`config.mk`:
```
export PLATFORM = sky130hd
export DESIGN_NAME = idx_key_table
export DESIGN_NICKNAME = d
export VERILOG_FILES = /design/src/rtl/idx_key_table.sv
export SDC_FILE = /design/constraint.sdc
export NUM_CORES = 1
export LEC_CHECK = 0
export CORE_AREA = 2 2 39 41
export DETAILED_ROUTE_END_ITERATION = 12
export DIE_AREA = 0 0 41 43
export GPL_TIMING_DRIVEN = 0
export PLACE_DENSITY = 0.63
export SKIP_LAST_GASP = 1
export SLEW_MARGIN = 10
export SYNTH_ARGS = -nofsm -noshare
export SYNTH_HDL_FRONTEND = slang
export SYNTH_SLANG_ARGS = --single-unit
```
`constraint.sdc`:
```
create_clock -name clk -period 3.1 [get_ports clk]
set_input_delay 0.62 -clock clk [delete_from_list [all_inputs] [get_ports clk]]
set_output_delay 0.62 -clock clk [all_outputs]
set_load 0.03 [all_outputs]
```
`src/rtl/idx_key_table.sv`:
```
// Index-to-key reverse table: NR writable key slots addressed 1..NR (0 is reserved, always misses),
// read through a one-deep registered valid/ready response stage.
module idx_key_table #(
    parameter int unsigned NR = 2,
    parameter int unsigned KW = 1,
    parameter int unsigned IW = $clog2(NR + 1)
) (
    input  logic          clk,
    input  logic          rst,
    input  logic          wr_en,
    input  logic [IW-1:0] wr_idx,
    input  logic [KW-1:0] wr_key,
    input  logic          clr_en,
    input  logic [IW-1:0] clr_idx,
    input  logic          clr_all,
    input  logic          req_valid,
    output logic          req_ready,
    input  logic [IW-1:0] req_idx,
    output logic          rsp_valid,
    input  logic          rsp_ready,
    output logic [KW-1:0] rsp_key,
    output logic          rsp_hit,
    output logic [IW-1:0] count
);

    logic [NR-1:0]         valid_q, valid_d;
    logic [NR-1:0][KW-1:0] key_q, key_d;
    logic [IW-1:0]         count_q, count_d;
    logic                  rsp_valid_q, rsp_hit_q;
    logic [KW-1:0]         rsp_key_q;
    logic                  rd_hit;
    logic [KW-1:0]         rd_key;
    logic                  accept;

    // Update order clr_all -> clr_en -> wr_en, so a same-cycle write always wins.
    // Index 0 and indices above NR match no slot and are therefore ignored.
    always_comb begin
        valid_d = valid_q;
        key_d   = key_q;
        if (clr_all) begin
            valid_d = '0;
        end
        for (int i = 0; i < NR; i++) begin
            if (clr_en && clr_idx == IW'(i + 1)) begin
                valid_d[i] = 1'b0;
            end
        end
        for (int i = 0; i < NR; i++) begin
            if (wr_en && wr_idx == IW'(i + 1)) begin
                valid_d[i] = 1'b1;
                key_d[i]   = wr_key;
            end
        end
    end

    always_comb begin
        count_d = '0;
        for (int i = 0; i < NR; i++) begin
            count_d = count_d + IW'(valid_d[i]);
        end
    end

    // Lookup sees pre-update table state.
    always_comb begin
        rd_hit = 1'b0;
        rd_key = '0;
        for (int i = 0; i < NR; i++) begin
            if (req_idx == IW'(i + 1) && valid_q[i]) begin
                rd_hit = 1'b1;
                rd_key = key_q[i];
            end
        end
    end

    assign req_ready = !rsp_valid_q || rsp_ready;
    assign accept    = req_valid && req_ready;

    always_ff @(posedge clk or posedge rst) begin
        if (rst) begin
            valid_q <= '0;
            key_q   <= '0;
            count_q <= '0;
        end else begin
            valid_q <= valid_d;
            key_q   <= key_d;
            count_q <= count_d;
        end
    end

    always_ff @(posedge clk or posedge rst) begin
        if (rst) begin
            rsp_valid_q <= 1'b0;
            rsp_hit_q   <= 1'b0;
            rsp_key_q   <= '0;
        end else if (accept) begin
            rsp_valid_q <= 1'b1;
            rsp_hit_q   <= rd_hit;
            rsp_key_q   <= rd_key;
        end else if (rsp_ready) begin
            rsp_valid_q <= 1'b0;
        end
    end

    assign rsp_valid = rsp_valid_q;
    assign rsp_hit   = rsp_hit_q;
    assign rsp_key   = rsp_key_q;
    assign count     = count_q;

endmodule

```
# --- Yosys cells after proc, flatten, opt, wreduce, memory -nomap -nowiden ---
# Cells that the tools add are included.
classes:
  n_mux: 11
  magnitude_cmp: 0
  eq_ne: 6
  bitwise_logic: 0
  n_reduce_logical: 10
  n_shift: 0
  add_sub_neg: 1
  mul: 0
  div: 0
ops:
  columns: ["operator", "count"]
  rows:
  - ["$mux 1", 10]
  - ["$logic_and 1x1->1", 7]
  - ["$eq 2x1->1 const B", 3]
  - ["$eq 2x2->1 const B", 3]
  - ["$add 1x1->2", 1]
  - ["$mux 2", 1]
  - ["$reduce_bool 2->1", 1]
  - ["$logic_not 1->1", 1]
  - ["$logic_or 1x1->1", 1]
word_totals:
  input_bits: 14
  latchBits: 0
  elab_cells: 35
  out_inout_bits: 6
  mem_bits_ro: 0
  ram_bits: 0
  regBits: 9
  memories: 0

# --- Logic depth before layout (Yosys ltp) ---
logic_depth:
  depth_word: 5
  mapped_depth: 4
  depth_no_buf: 4

# --- Least setup slack after synthesis ---
# Ideal clock, no wire load.
synth_path:
  path_kind: "input to output"
  start: "input rsp_ready"
  end: "output req_ready"
  n_path_buf: 0
  t_arrival_ns: 0.889
  required_ns: 2.480
  path_stages: 1
  slack_ns: 1.591
  path_cell_list: "nand2b_2"
synth_between:
  elab_chain_len: 1
synth_lines:
  columns: ["item", "line", "rtl"]
  rows:
  - ["start: declaration", "20", "input logic rsp_ready,"]
  - ["$logic_or 1x1->1", "75", "assign req_ready = !rsp_valid_q || rsp_ready;"]
  - ["end: declaration", "17", "output logic req_ready,"]
# Every way passes these cells.

# --- Final worst setup path ---
# Ends and elaborated chain as after synthesis.

==> results_dict.tcl <==
set metrics [dict create \
    crit_top_cell "clkdlybuf4s50_1" \
    synthAdderAreaFrac_pct 3.13 \
    postSynthAreaPerCell_um2 11.7 \
    crit_required_ps 2480 \
    ys_seq_elements 9 \
    htree_levels 1 \
    clock_skew_ps 1.68 \
    finalSetupTns_ps 0 \
    die_h_um 43 \
    post-cts-setup-buffers 0 \
    grt_max_degree 10 \
    synth_top_family_by_area "simple AND/OR/NAND/NOR gates" \
    clk_pin_slew_worst_paths_ps 60 \
    synth.largest_area_cell "dfrtp_1" \
    p_leak_uw 0.000275 \
    hold_viol_final 0 \
    yosysUniqueCellTypes 14 \
    core_area_mm2 0.00138 \
    io_pins 20 \
    totalWireLength_um 789 \
    postLayoutCellArea_um2 636 \
    async_flop_share_pct 100 \
    syn-num-nets 49 \
    rows 14 \
    cts_buffers 3 \
    synth_edf_count 0 \
    reg2reg_to "count[0]" \
    cp-start-kind "input pin" \
    ys_seq_area_share_pct 56.4 \
    worstSetupPathType "in -> out" \
    synth_compound_area_share_pct 9.40 \
    pwr-share-clk_pct 29.5 \
    p_int_uw 220 \
    dpl.hpwl_um 614 \
    crit_path_cell_trace "clkdlybuf4s50_1 > nand2b_2 > clkdlybuf4s50_1" \
    clk_latency_ps 260 \
    grt_antenna_before_repair 0 \
    die-area_mm2 0.00176 \
    power_frac_seq_pct 46.1 \
    critical_path_arrival_ps 1920 \
    final_layout_size_suffix_gt1_share_pct 8.77 \
    cts_num_sinks 9 \
    synth_area_leaders "dfrtp_1 (56%), nand3b_1 (7.5%), nand2_1 (4.7%)" \
    p_sw_share_pct 26.5 \
    power.switching_uw 79.2 \
    cp-endpoint "req_ready" \
    synth_xor_area_share_pct 0 \
    yosysMostFrequentCell "dfrtp_1" \
    power-per-cell-area_mw_per_mm2 471 \
    area_growth_pct 59.2 \
    max_stage_delay_ps 680 \
    dpl_cell_area_um2 609 \
    layout.nets 73 \
    cts_tree "done" \
    place_congestion 0.617 \
    grt_pass1_vias 339 \
    gr-usage-all-layers_pct 13.0 \
    syn_area_um2 399 \
    first_pass_iters 3 \
    postCtsHoldBufs 0 \
    multiInputGateArea_um2 170 \
    drc_errors 0 \
    seq_area_um2 225 \
    initial_core_util_pct 28.8 \
    hp-class "reg -> reg" \
    cp-end-kind "primary output" \
    final_cells 73 \
    synthMuxAreaShare_pct 6.58 \
    slew_headroom_pct 76.8 \
    r2r_cells 4 \
    setup_viol 0 \
    fin_crit_sh_pct 81.8 \
    min_period_ps 2540 \
    crit_path_start "rsp_ready" \
    power_frac_comb_pct 24.3 \
    cap_violations 0 \
    worst_pin_slew_ps 347 \
    final-max-slew-violation-count 0 \
    status "finished, final reports clean" \
    vias 338 \
    cts-root-buf "clkbuf_4" \
    via_per_inst 4.63 \
    vdd_drop_max_mv 0.176 \
    max_freq_ghz 0.394 \
    die_x_um 41 \
    clock_path_buffers 2 \
    grt_pass1_wl_um 1410 \
    slowest_stage "clkdlybuf4s50_1" \
    synth.top_cells.by_count "dfrtp_1 (9), nand2_1 (5), nand3b_1 (4)" \
    path_max_fanout 6 \
    num-fill-cells 142 \
    wire_per_inst_um 10.8 \
    dr.first_iter.drc_count 5 \
    grt_overflow 0 \
    synthCells 34 \
    numPlacedInstances 69 \
    synth_top_area_share_pct 56.4 \
    ys_warn_count 0 \
    io_buffers 19 \
    ctsResizeCount 0 \
    drtAntennaViolNets 0 \
    yosys.area_share.simple_pct 23.5 \
    diodes 0 \
    rsz0062_at_grt "no" \
    rr_startpoint "valid_q[0]" \
    ff2ff_setup_slack_ps 2010 \
    synth_flop_cell "dfrtp_1" \
]
## registers in the layout, indices dropped and copies added, names as in the netlist
signal / cells
count: 2
key_q: 2
valid_q: 2
rsp_hit: 1
rsp_key: 1
rsp_valid: 1
## per-stage QoR
stage	utilization, %	total power, uW	hold slack (ps)	setup slack (ps)
2_1_floorplan	-	175	448	1590
3_3_place_gp	44.0	213	482	563
3_5_place_dp	44.0	214	505	556
4_1_cts	45.9	307	526	548
5_1_grt	45.9	321	545	495
6_report	45.9	299	525	564
## layout by cell type, fill, tap and decap left out, drive strengths merged
cell type	n
nand2b	2
clkbuf	4
inv	1
clkdlybuf4s50	19
ha	1
nor2b	2
mux2	2
nand2	5
a41oi	2
nand4b	2
nand3b	4
o21ai	2
a21oi	2
dfrtp	9
## layer usage
layer	track usage [%]	part of all wire, %	up-vias
met5	0	0	-
met4	12.0	1.0	0
met3	6.28	10	2
met1	13.6	40	152
li1	-	-	168
met2	17.8	49	16
## worst min path at each step
stage                        start  endpoint  cells past startpoint
final                     key_q[1]  key_q[1]                      1
after CTS                 key_q[1]  key_q[1]                      1
after global placement    key_q[0]  key_q[0]                      1
after detailed placement  key_q[1]  key_q[1]                      1
after floorplan                rst  count[0]                      1
after global routing      key_q[1]  key_q[1]                      1
## cell families (layout without fill, tap and decap cells)
family / count (synthesis) / after routing
AND/OR/NAND/NOR: 15 / 15
flip-flops: 9 / 9
adder cells (fa/ha/maj): 1 / 1
AO/OA/AOI/OAI: 6 / 6
buffers and inverters: 1 / 24
multiplexers: 2 / 2
## power groups by stage
stage	combinational, uW	clock [uW]	sequential, uW
6_report	72.8	88.5	138
5_1_grt	80.0	101	140
4_1_cts	74.0	94.4	138
3_5_place_dp	74.0	0	140
3_3_place_gp	72.8	0	140
2_1_floorplan	22.1	0	153
## worst max-delay path, delay by kind of cell
family / cells / cell delay [ps]
simple gates: 1 / 160
buf+inv: 2 / 1130
## area by class of cell
cell class,instances,area share (%)
inverter,1,0.591
sequential,9,35.4
clock buffer,4,4.13
timing repair buffer,19,29.9
tap,16,3.15
multi-input combinational,24,26.8
Note: power is estimated with default switching activity, not from simulation.
